===== src/rtl/fm_pkg.sv =====
// Shared types and constants for the FM sector parser: state encoding, CRC
// parameters, data-mark search window and the sector length helper.
package fm_pkg;

   typedef enum logic [1:0] {
      HUNT       = 2'd0,
      ID_FIELD   = 2'd1,
      WAIT_DAM   = 2'd2,
      DATA_FIELD = 2'd3
   } fm_state_e;

   localparam logic [15:0] CRC_PRESET = 16'hFFFF;
   localparam logic [15:0] CRC_POLY   = 16'h1021;
   localparam int          DAM_WINDOW = 30;
   localparam logic [10:0] ID_LAST    = 11'd5;

   // Payload length for a 2-bit size code: 128, 256, 512 or 1024 bytes.
   function automatic logic [10:0] sector_len(input logic [1:0] size);
      return 11'd128 << size;
   endfunction

endpackage


===== src/rtl/fm_sector_parser_if.sv =====
// Decoded FM byte stream: byte plus strobe and the address-mark flags that
// arrive coincident with it.
interface fm_sector_parser_if;
   logic [7:0] byte_in;
   logic       byte_ready;
   logic       id_am;
   logic       data_am;
   logic       deleted_am;

   modport master (output byte_in, byte_ready, id_am, data_am, deleted_am);
   modport slave  (input  byte_in, byte_ready, id_am, data_am, deleted_am);
endinterface


===== src/rtl/crc16_ccitt_byte.sv =====
// Byte-wide CRC-16-CCITT (MSB first) with a registered accumulator.
// crc_calc is the next value for the current byte, seen from the preset if preset is high.
module crc16_ccitt_byte
   import fm_pkg::*;
(
   input  logic        clk,
   input  logic        reset,
   input  logic        preset,
   input  logic        update,
   input  logic [7:0]  data,
   output logic [15:0] crc_calc
);

   logic [15:0] crc_q, crc_d;
   logic [15:0] mix;

   always_comb begin
      mix = (preset ? CRC_PRESET : crc_q) ^ {data, 8'h00};
      for (int i = 0; i < 8; i++) begin
         mix = mix[15] ? ((mix << 1) ^ CRC_POLY) : (mix << 1);
      end
   end

   assign crc_calc = mix;

   always_comb begin
      crc_d = crc_q;
      if (update) begin
         crc_d = crc_calc;
      end else if (preset) begin
         crc_d = CRC_PRESET;
      end
   end

   always_ff @(posedge clk or posedge reset) begin
      if (reset) begin
         crc_q <= CRC_PRESET;
      end else begin
         crc_q <= crc_d;
      end
   end

endmodule


===== src/rtl/fm_sector_parser.sv =====
// FM sector parser: finds ID fields, checks their CRC, captures the data field
// of the selected sector. Define FM_DELETED_DAM_EN to accept deleted data marks.
module fm_sector_parser
   import fm_pkg::*;
(
   input  logic                clk,
   input  logic                reset,
   input  logic                enable,
   fm_sector_parser_if.slave   bus,
   input  logic [7:0]          target_sector,
   input  logic                match_any,
   output logic [7:0]          id_track,
   output logic [7:0]          id_head,
   output logic [7:0]          id_sector,
   output logic [1:0]          id_size,
   output logic                id_valid,
   output logic                id_crc_err,
   output logic [7:0]          data_out,
   output logic                data_strobe,
   output logic                sector_done,
   output logic                data_crc_err,
   output logic                deleted,
   output logic                no_dam,
   output logic                sector_abort,
   output logic                busy
);

   fm_state_e   state_q, state_d;
   logic [10:0] cnt_q, cnt_d;
   logic [7:0]  trk_q, trk_d, hd_q, hd_d, sec_q, sec_d;
   logic [1:0]  sz_q, sz_d;
   logic [7:0]  id_track_q, id_track_d, id_head_q, id_head_d, id_sector_q, id_sector_d;
   logic [1:0]  id_size_q, id_size_d;
   logic [7:0]  data_out_q, data_out_d;
   logic        id_valid_q, id_valid_d, id_crc_err_q, id_crc_err_d;
   logic        data_strobe_q, data_strobe_d, sector_done_q, sector_done_d;
   logic        data_crc_err_q, data_crc_err_d, deleted_q, deleted_d;
   logic        no_dam_q, no_dam_d, sector_abort_q, sector_abort_d;

   logic        step, data_mark, del_mark, start_id, start_data;
   logic        crc_preset, crc_update;
   logic [15:0] crc_calc;
   logic [10:0] len;

   assign step = enable & bus.byte_ready;
   assign len  = sector_len(id_size_q);

`ifdef FM_DELETED_DAM_EN
   assign data_mark = bus.data_am | bus.deleted_am;
   assign del_mark  = bus.deleted_am;
`else
   logic unused_deleted_am;
   assign data_mark         = bus.data_am;
   assign del_mark          = 1'b0;
   assign unused_deleted_am = bus.deleted_am;
`endif

   crc16_ccitt_byte u_crc (
      .clk      (clk),
      .reset    (reset),
      .preset   (crc_preset),
      .update   (crc_update),
      .data     (bus.byte_in),
      .crc_calc (crc_calc)
   );

   always_comb begin
      state_d        = state_q;
      cnt_d          = cnt_q;
      trk_d          = trk_q;
      hd_d           = hd_q;
      sec_d          = sec_q;
      sz_d           = sz_q;
      id_track_d     = id_track_q;
      id_head_d      = id_head_q;
      id_sector_d    = id_sector_q;
      id_size_d      = id_size_q;
      data_out_d     = data_out_q;
      deleted_d      = deleted_q;
      id_valid_d     = 1'b0;
      id_crc_err_d   = 1'b0;
      data_strobe_d  = 1'b0;
      sector_done_d  = 1'b0;
      data_crc_err_d = 1'b0;
      no_dam_d       = 1'b0;
      sector_abort_d = 1'b0;
      crc_preset     = 1'b0;
      crc_update     = 1'b0;
      start_id       = 1'b0;
      start_data     = 1'b0;

      if (step) begin
         unique case (state_q)
            HUNT: begin
               start_id = bus.id_am;
            end
            ID_FIELD: begin
               if (bus.id_am) begin
                  start_id = 1'b1;
               end else if (data_mark) begin
                  state_d = HUNT;
               end else begin
                  crc_update = 1'b1;
                  cnt_d      = cnt_q + 11'd1;
                  case (cnt_q[2:0])
                     3'd0:    trk_d = bus.byte_in;
                     3'd1:    hd_d  = bus.byte_in;
                     3'd2:    sec_d = bus.byte_in;
                     3'd3:    sz_d  = bus.byte_in[1:0];
                     default: ;
                  endcase
                  if (cnt_q == ID_LAST) begin
                     id_track_d   = trk_q;
                     id_head_d    = hd_q;
                     id_sector_d  = sec_q;
                     id_size_d    = sz_q;
                     id_valid_d   = 1'b1;
                     id_crc_err_d = (crc_calc != 16'h0000);
                     if ((crc_calc == 16'h0000) && (match_any || (sec_q == target_sector))) begin
                        state_d = WAIT_DAM;
                        cnt_d   = '0;
                     end else begin
                        state_d = HUNT;
                     end
                  end
               end
            end
            WAIT_DAM: begin
               if (bus.id_am) begin
                  start_id = 1'b1;
               end else if (data_mark) begin
                  start_data = 1'b1;
               end else if (cnt_q == 11'(DAM_WINDOW - 1)) begin
                  no_dam_d = 1'b1;
                  state_d  = HUNT;
               end else begin
                  cnt_d = cnt_q + 11'd1;
               end
            end
            DATA_FIELD: begin
               // A mark inside the field means the field is truncated; drop it.
               if (bus.id_am || data_mark) begin
                  sector_abort_d = 1'b1;
                  start_id       = bus.id_am;
                  state_d        = HUNT;
               end else begin
                  crc_update = 1'b1;
                  cnt_d      = cnt_q + 11'd1;
                  if (cnt_q < len) begin
                     data_out_d    = bus.byte_in;
                     data_strobe_d = 1'b1;
                  end
                  if (cnt_q == len + 11'd1) begin
                     sector_done_d  = 1'b1;
                     data_crc_err_d = (crc_calc != 16'h0000);
                     state_d        = HUNT;
                  end
               end
            end
         endcase
      end

      if (start_id) begin
         state_d    = ID_FIELD;
         cnt_d      = '0;
         crc_preset = 1'b1;
         crc_update = 1'b1;
      end
      if (start_data) begin
         state_d    = DATA_FIELD;
         cnt_d      = '0;
         crc_preset = 1'b1;
         crc_update = 1'b1;
         deleted_d  = del_mark;
      end
   end

   always_ff @(posedge clk or posedge reset) begin
      if (reset) begin
         state_q        <= HUNT;
         cnt_q          <= '0;
         trk_q          <= '0;
         hd_q           <= '0;
         sec_q          <= '0;
         sz_q           <= '0;
         id_track_q     <= '0;
         id_head_q      <= '0;
         id_sector_q    <= '0;
         id_size_q      <= '0;
         data_out_q     <= '0;
         deleted_q      <= 1'b0;
         id_valid_q     <= 1'b0;
         id_crc_err_q   <= 1'b0;
         data_strobe_q  <= 1'b0;
         sector_done_q  <= 1'b0;
         data_crc_err_q <= 1'b0;
         no_dam_q       <= 1'b0;
         sector_abort_q <= 1'b0;
      end else begin
         state_q        <= state_d;
         cnt_q          <= cnt_d;
         trk_q          <= trk_d;
         hd_q           <= hd_d;
         sec_q          <= sec_d;
         sz_q           <= sz_d;
         id_track_q     <= id_track_d;
         id_head_q      <= id_head_d;
         id_sector_q    <= id_sector_d;
         id_size_q      <= id_size_d;
         data_out_q     <= data_out_d;
         deleted_q      <= deleted_d;
         id_valid_q     <= id_valid_d;
         id_crc_err_q   <= id_crc_err_d;
         data_strobe_q  <= data_strobe_d;
         sector_done_q  <= sector_done_d;
         data_crc_err_q <= data_crc_err_d;
         no_dam_q       <= no_dam_d;
         sector_abort_q <= sector_abort_d;
      end
   end

   assign id_track     = id_track_q;
   assign id_head      = id_head_q;
   assign id_sector    = id_sector_q;
   assign id_size      = id_size_q;
   assign id_valid     = id_valid_q;
   assign id_crc_err   = id_crc_err_q;
   assign data_out     = data_out_q;
   assign data_strobe  = data_strobe_q;
   assign sector_done  = sector_done_q;
   assign data_crc_err = data_crc_err_q;
   assign deleted      = deleted_q;
   assign no_dam       = no_dam_q;
   assign sector_abort = sector_abort_q;
   assign busy         = (state_q != HUNT);

endmodule


===== src/flat_wrapper.sv =====
// flat-port wrapper written by rule: the top's interface ports become plain ports
module fm_sector_parser_flat import fm_pkg::*;
  (clk, reset, enable, target_sector, match_any, id_track, id_head, id_sector, id_size, id_valid, id_crc_err, data_out, data_strobe, sector_done, data_crc_err, deleted, no_dam, sector_abort, busy, bus_byte_in, bus_byte_ready, bus_id_am, bus_data_am, bus_deleted_am);
  fm_sector_parser_if bus_i ();
  input  logic clk;
  input  logic reset;
  input  logic enable;
  input  logic [7:0] target_sector;
  input  logic match_any;
  output logic [7:0] id_track;
  output logic [7:0] id_head;
  output logic [7:0] id_sector;
  output logic [1:0] id_size;
  output logic id_valid;
  output logic id_crc_err;
  output logic [7:0] data_out;
  output logic data_strobe;
  output logic sector_done;
  output logic data_crc_err;
  output logic deleted;
  output logic no_dam;
  output logic sector_abort;
  output logic busy;
  input wire logic [$bits(bus_i.byte_in)-1:0] bus_byte_in;
  input wire logic [$bits(bus_i.byte_ready)-1:0] bus_byte_ready;
  input wire logic [$bits(bus_i.id_am)-1:0] bus_id_am;
  input wire logic [$bits(bus_i.data_am)-1:0] bus_data_am;
  input wire logic [$bits(bus_i.deleted_am)-1:0] bus_deleted_am;
  assign bus_i.byte_in = bus_byte_in;
  assign bus_i.byte_ready = bus_byte_ready;
  assign bus_i.id_am = bus_id_am;
  assign bus_i.data_am = bus_data_am;
  assign bus_i.deleted_am = bus_deleted_am;
  fm_sector_parser u_core (.clk(clk), .reset(reset), .enable(enable), .bus(bus_i), .target_sector(target_sector), .match_any(match_any), .id_track(id_track), .id_head(id_head), .id_sector(id_sector), .id_size(id_size), .id_valid(id_valid), .id_crc_err(id_crc_err), .data_out(data_out), .data_strobe(data_strobe), .sector_done(sector_done), .data_crc_err(data_crc_err), .deleted(deleted), .no_dam(no_dam), .sector_abort(sector_abort), .busy(busy));
endmodule

===== config.mk =====
export PLATFORM = sky130hd
export DESIGN_NAME = fm_sector_parser_flat
export DESIGN_NICKNAME = d
export VERILOG_FILES = /design/src/rtl/fm_pkg.sv /design/src/rtl/fm_sector_parser_if.sv /design/src/rtl/crc16_ccitt_byte.sv /design/src/rtl/fm_sector_parser.sv /design/src/flat_wrapper.sv
export SDC_FILE = /design/constraint.sdc
export NUM_CORES = 1
export LEC_CHECK = 0
export ABC_CLOCK_PERIOD_IN_PS = 7600
export CELL_PAD_IN_SITES_DETAIL_PLACEMENT = 0
export CELL_PAD_IN_SITES_GLOBAL_PLACEMENT = 2
export CORE_ASPECT_RATIO = 0.75
export CORE_MARGIN = 4
export CORE_UTILIZATION = 40
export CTS_CLUSTER_SIZE = 16
export DETAILED_ROUTE_END_ITERATION = 8
export PLACE_DENSITY_LB_ADDON = 0.3
export SETUP_SLACK_MARGIN = 0.15
export SLEW_MARGIN = 20
export SYNTH_ARGS = -nofsm -noshare
export SYNTH_HDL_FRONTEND = slang
export SYNTH_HIERARCHICAL = 1
export SYNTH_SLANG_ARGS = --single-unit
export TNS_END_PERCENT = 5

===== constraint.sdc =====
create_clock -name clk -period 7.6 [get_ports clk]
set_clock_uncertainty 0.1 [all_clocks]
set_input_delay 2.28 -clock clk [delete_from_list [all_inputs] [get_ports clk]]
set_output_delay 2.28 -clock clk [all_outputs]
set_load 0.005 [all_outputs]

==> results of run 1 <==
per-layer routing:
layer	routed length, µm	vias to the layer above	share of wire (%)
li1	-	1560	-
met1	5190	1630	47
met2	5290	41	48
met3	387	8	3.5
met4	90	0	0.82
met5	0	-	0
path summary, 6_finish.rpt:
kind,from,end,cells past startpoint
max,enable,u_core/cnt_q[9],13
min,u_core/hd_q[1],u_core/hd_q[1],1
max reg2reg,u_core/state_q[1],u_core/cnt_q[9],13
max in group asynchronous,reset,u_core/sector_abort,3
min reg2reg,u_core/hd_q[1],u_core/hd_q[1],1
min in group asynchronous,reset,u_core/data_out[5],3
cell type report:
cell class	count	area [µm²]
fillers	1112	5850
flip-flops and latches	96	2420
multi-input cells	284	2270
repair buffers	67	667
clock buffers	9	225
well taps	162	203
clock inverters	7	61.3
inverters	11	42.5
synth_stat cells, types with 3 or more instances:
cell,n,area (µm²)
nand4_1,6,37.5
inv_1,9,33.8
clkbuf_8,3,41.3
dfstp_2,16,420
xnor2_1,18,158
nor2_2,4,25.0
o21ai_0,4,20.0
and2_1,8,50.1
dfrtp_1,80,2000
nor4_1,10,62.6
a211o_1,3,26.3
nand3_1,11,55.1
xnor2_2,5,81.3
clkbuf_1,4,15.0
nor3_1,9,45.0
buf_2,6,30.0
a21oi_1,14,70.1
o31a_1,3,26.3
o32a_1,3,30.0
nor2_1,32,120
ha_1,9,113
o21a_1,3,22.5
nand2_1,17,63.8
or2_2,5,31.3
nand2b_1,3,18.8
xor2_1,17,149
buf_6,3,33.8
mux2_1,60,676
cell families (layout without fill, tap and decap cells):
family / Yosys count / in the layout
mux: 61 / 61
flops: 96 / 96
xor+xnor: 43 / 43
other cells: 1 / 1
fa+ha+maj: 9 / 9
simple gates: 122 / 122
buf+inv: 28 / 94
compound gates: 48 / 48
metrics by stage:
step,instances,hold WS (ns),utilization (%)
final,636,0.384,50.2
after floorplan,408,0.354,-
after global placement,620,0.363,47.7
after CTS,636,0.388,50.2
after detailed placement,620,0.371,47.7
after global routing,636,0.403,50.2
power groups by stage:
stage	Clock, W	Sequential [W]	Combinational, W
floorplan	0	0.000708	0.000398
global placement	0	0.000732	0.000506
detailed placement	0	0.000738	0.000512
CTS	0.000452	0.000729	0.000516
global route	0.000476	0.000746	0.000568
finish	0.000440	0.000729	0.000510
critical path, cell delays in order:
cell             delay, ns
clkdlybuf4s50_1       0.47
nand2_1               0.21
nor2_2                0.16
buf_4                 0.37
nor2_2                0.09
xnor2_2               0.18
xnor3_1               0.48
xor2_1                0.17
nor4_1                0.23
nand4_1               0.24
nor3_1                0.22
a21o_1                0.35
a21oi_1               0.13
state kept, by name (all words and copies together), names as in the netlist:
| name | flops |
|---|---|
| u_core/id_track | 8 |
| u_core/state_q | 2 |
| u_core/id_head | 8 |
| u_core/data_out | 8 |
| u_core/id_valid | 1 |
| u_core/id_crc_err | 1 |
| u_core/no_dam | 1 |
| u_core/u_crc/crc_q | 16 |
| u_core/id_sector | 8 |
| u_core/data_crc_err | 1 |
| u_core/sec_q | 8 |
| u_core/data_strobe | 1 |
| u_core/sector_done | 1 |
| u_core/cnt_q | 11 |
| u_core/sz_q | 2 |
| u_core/trk_q | 8 |
| u_core/hd_q | 8 |
| u_core/sector_abort | 1 |
| u_core/id_size | 2 |
==> run_results.csv, run 1 <==
group,metric,value,unit
pwr,power_density,285,nW/µm²
critical_path,required,7.70,ns
hold_path,hold_class,"reg -> reg",
clocking,clkSinkCount,96,
sta,clock.fmax,182,MHz
cells_and_area,layout.nets,502,
sta,final_max_slew_viol_count,0,
synth,synth-seq-cells,96,
clocking,clockBufferDepth,2,
route,vias,3239,
clocking,cts_tree,"built",
clocking,cts_setup_buffers,0,
synth,ys.flop_type,"dfrtp_1",
clocking,cts_made_buffers,9,
global_route,grt_pass1_vias,3415,
critical_path,cp_max_fo,36,
critical_path,end_kind,"register",
global_route,use_met3,3.68,%
pwr,vdd_drop_max,148,µV
global_route,grt_pass1_wl,18300,µm
pwr,seqPwrFrac,43.4,%
die,die_w,135,µm
synth,synth_fa_ha_area_share,2.32,%
route,wl,11000,µm
cells_and_area,area_growth,21.2,%
clocking,cts_root_buf,"clkbuf_16",
sta,hold_violations,0,
clocking,ctsResizeCount,0,
synth,synthMuxAreaShare,14.1,%
sta,finalSetupViolations,0,
synth,syn-mean-instance-area,11.9,µm²
sta,final.period_utilization,72.2,%
critical_path,r2r_slack,3.77,ns
global_route,grt_max_degree,81,
die,core-area,11700,µm²
placement,place_congestion,0.784,
die,rows,34,
placement,dpl_cell_area,5600,µm²
cells_and_area,final_cell_mix,"80 x dfrtp_1, 64 x clkdlybuf4s50_1, 60 x mux2_1",
synth,synth-seq-area-share,49.8,%
pwr,p_total,0.00168,W
synth,synth-async-reset-ratio,100,%
die,ios,67,
cells_and_area,drive_above_1_share,13.1,%
critical_path,critPathArrivalTime,5.58,ns
critical_path,worstSetupStartpointType,"input port",
route,drt_iter0_markers,165,
route,drtPass1Iterations,4,
pwr,switching_share,33.0,%
route,route.detailed.drc,0,
route,routedWlPerCell,17.2,µm
global_route,antenna_found_initial,1,
sta,rsz0062_at_grt,"no",
synth,synth_edf_count,0,
synth,synth.net_count,441,
critical_path,critPathKind,"in -> reg",
global_route,use_met2,28.4,%
route,viasPerCell,5.09,
synth,yosys_warnings,6,
placement,hpwl,7880,µm
sta,slew_headroom,41.1,%
synth,synth.distinct_cells,60,
die,start_util,41.4,%
synth,synth-simple-area-share,13.3,%
die,die_h,103,µm
pwr,internal-power,0.00112,W
pwr,p_clk_share,26.2,%
sta,min_period,5.48,ns
pwr,switchingPower,0.000555,W
synth,synthXorXnorAreaFrac,9.47,%
global_route,grtUsageMet1,22.8,%
synth,synthCells,408,
die,dieArea,14000,µm²
synth,synth_compound_area_share,7.44,%
sta,finalWorstSetupSlack,2.12,ns
route,detail-route-antenna-nets,0,
status,run_status,"complete, no violations",
job,drv_cap,0,
pwr,leakagePower,2.65,nW
synth,syn-cell-area,4860,µm²
global_route,overflow,0,
pwr,power_frac_comb,30.3,%
clocking,cts.clk_slew.worst_paths,0.07,ns
sta,fin_setup_tns,0,ns
clocking,clk_latency,0.34,ns
synth,synth_top_family_by_area,"multiplexers",
cells_and_area,diodes,0,
placement,io_buffers,64,
clocking,holdBufCountCts,0,
clocking,cts_max_level,3,
sta,tightest_slew,0.882,ns
cells_and_area,final_common_cell,"dfrtp_1",
global_route,top_usage_layer,"met2",
cells_and_area,final_cell_area,5890,µm²
placement,post-place-ws,1.75,ns
global_route,gr-usage-all-layers,16.9,%
Power figures use the tool's default switching activity.
==> run 2: changes to the inputs <==
- ABC_CLOCK_PERIOD_IN_PS: 7600 -> 5150
- CORE_UTILIZATION: 40 -> 37
- clock period: 7.6 -> 5.15 ns (I/O delays scaled with it)
==> run_results.csv, run 2 (same netlist as run 1, synthesis figures left out) <==
group,metric,value,unit
route,routedWlPerCell,17.0,µm
critical_path,cp_cell_sequence,"clkdlybuf4s50_1 -> a21oi_1 -> nor2_2 -> buf_12 -> nor2_1 -> xnor3_1 -> xnor2_1 -> nor4_1 -> nand4_1 -> nor3_1 -> a21o_1 -> a21oi_1",
cells_and_area,diodes,0,
die,die_w,140,µm
route,detail-route-antenna-nets,0,
clocking,cts_made_buffers,9,
sta,min_period,4.44,ns
global_route,antenna_found_initial,0,
critical_path,worstSetupStartpointType,"input port",
placement,hpwl,8040,µm
route,vias,3281,
pwr,power_density,416,nW/µm²
cells_and_area,largestRegisters,"u_core/u_crc/crc_q: 16 flops, u_core/cnt_q: 11 flops",
clocking,holdBufCountCts,0,
pwr,switching_share,32.7,%
clocking,clk_latency,0.34,ns
cells_and_area,final_cell_area,5940,µm²
critical_path,end_kind,"register",
global_route,gr-usage-all-layers,15.1,%
cells_and_area,final_common_cell,"dfrtp_1",
clocking,clockBufferDepth,2,
cells_and_area,utilization,47.2,%
cells_and_area,area_growth,22.0,%
sta,clock.fmax,225,MHz
critical_path,r2r_slack,1.62,ns
die,rows,35,
route,drt_iter0_markers,122,
sta,finalWorstSetupSlack,0.708,ns
pwr,vdd_drop_max,186,µV
hold_path,hold_class,"reg -> reg",
sta,hold_violations,0,
clocking,cts_setup_buffers,0,
clocking,cts_max_level,3,
die,die_h,107,µm
placement,place_congestion,0.771,
critical_path,cpPeakStageDelay,0.52,ns
die,core-area,12600,µm²
die,ios,67,
global_route,overflow,0,
status,run_status,"complete, no violations",
pwr,leakagePower,2.68,nW
cells_and_area,regMostFlops,"u_core/u_crc/crc_q",
pwr,p_clk_share,25.9,%
cells_and_area,num-fill-cells,1152,
critical_path,crit_slowest_cell,"clkdlybuf4s50_1",
sta,tightest_slew,0.873,ns
sta,fin_setup_tns,0,ns
die,start_util,38.7,%
clocking,ctsResizeCount,0,
pwr,seqPwrFrac,43.6,%
sta,final_max_slew_viol_count,0,
sta,rsz0062_at_grt,"no",
hold_path,hold_path_depth,1,
critical_path,path_buf_inv,2,
cells_and_area,layout.nets,506,
clocking,cts_tree,"built",
critical_path,critPathKind,"in -> reg",
pwr,switchingPower,0.000809,W
global_route,grt_max_degree,41,
critical_path,required,5.25,ns
critical_path,cp_max_fo,35,
sta,final.period_utilization,86.3,%
job,drv_cap,0,
critical_path,crit_family,"simple AND/OR/NAND/NOR gates",
pwr,internal-power,0.00166,W
route,route.detailed.drc,0,
critical_path,worstRegToRegCells,12,
clocking,cts.clk_slew.worst_paths,0.07,ns
placement,place_inst,628,
critical_path,cpMostUsedCell,"a21oi_1",
route,viasPerCell,5.09,
placement,post-place-ws,0.347,ns
placement,dpl_cell_area,5650,µm²
global_route,grt_pass1_wl,17900,µm
global_route,grt_pass1_vias,3364,
critical_path,worst-path-stages,12,
route,drtPass1Iterations,4,
cells_and_area,drive_above_1_share,13.8,%
clocking,clkSinkCount,96,
placement,io_buffers,64,
cells_and_area,instances_no_fill,644,
sta,slew_headroom,41.6,%
critical_path,critPathArrivalTime,4.54,ns
cells_and_area,final_cell_mix,"80 x dfrtp_1, 64 x clkdlybuf4s50_1, 60 x mux2_1",
route,wl,10900,µm
sta,finalSetupViolations,0,
pwr,power_frac_comb,30.4,%
die,dieArea,15100,µm²
clocking,cts_root_buf,"clkbuf_16",
cells_and_area,largest_reg_flops,16,
## run 2: layer usage
layer / up-vias / track usage, % / wire, µm
li1: 1570 / - / -
met3: 10 / 3.64 / 360
met1: 1655 / 21.0 / 5450
met2: 46 / 23.9 / 5020
met4: 0 / 3.60 / 120
met5: - / 0 / 0
## run 2: path summary, 6_finish.rpt
check,from,end
max,bus_data_am,u_core/cnt_q[10]
min,u_core/hd_q[1],u_core/id_head[1]
max reg2reg,u_core/state_q[1],u_core/cnt_q[10]
min reg2reg,u_core/hd_q[1],u_core/id_head[1]
max in group asynchronous,reset,u_core/cnt_q[5]
min in group asynchronous,reset,u_core/data_out[5]
## run 2: power by group through the flow
stage | Clock [W] | Combinational (W) | Sequential (W)
2_1_floorplan | 0 | 0.000587 | 0.00104
3_3_place_gp | 0 | 0.000744 | 0.00109
3_5_place_dp | 0 | 0.000754 | 0.00109
4_1_cts | 0.000661 | 0.000761 | 0.00108
5_1_grt | 0.000687 | 0.000832 | 0.00110
6_report | 0.000641 | 0.000751 | 0.00108
## run 2: worst reg2reg max path, delay by kind of cell, from the launching register on
kind | cells | cell delay [ns]
DFF | 1 | 0.48
AOI/OAI and AO/OA | 3 | 0.66
and+or+nand+nor | 6 | 1.34
xor gates and xnor gates | 3 | 0.80
## run 2: final cells by class
type                       instances  area [µm²]  area share (%)
sequential                        96        2420            40.8
multi-input combinational        284        2270            38.3
timing repair buffer              71         706            11.9
clock buffer                       9         225            3.79
tap                              166         208            3.50
clock inverter                     7        60.1            1.01
inverter                          11        42.5           0.717
## run 2: metrics by stage
step / hold WS, ns / power [W]
finish: 0.383 / 0.00247
global route: 0.406 / 0.00262
CTS: 0.388 / 0.00250
detailed placement: 0.371 / 0.00185
global placement: 0.363 / 0.00183
floorplan: 0.354 / 0.00163
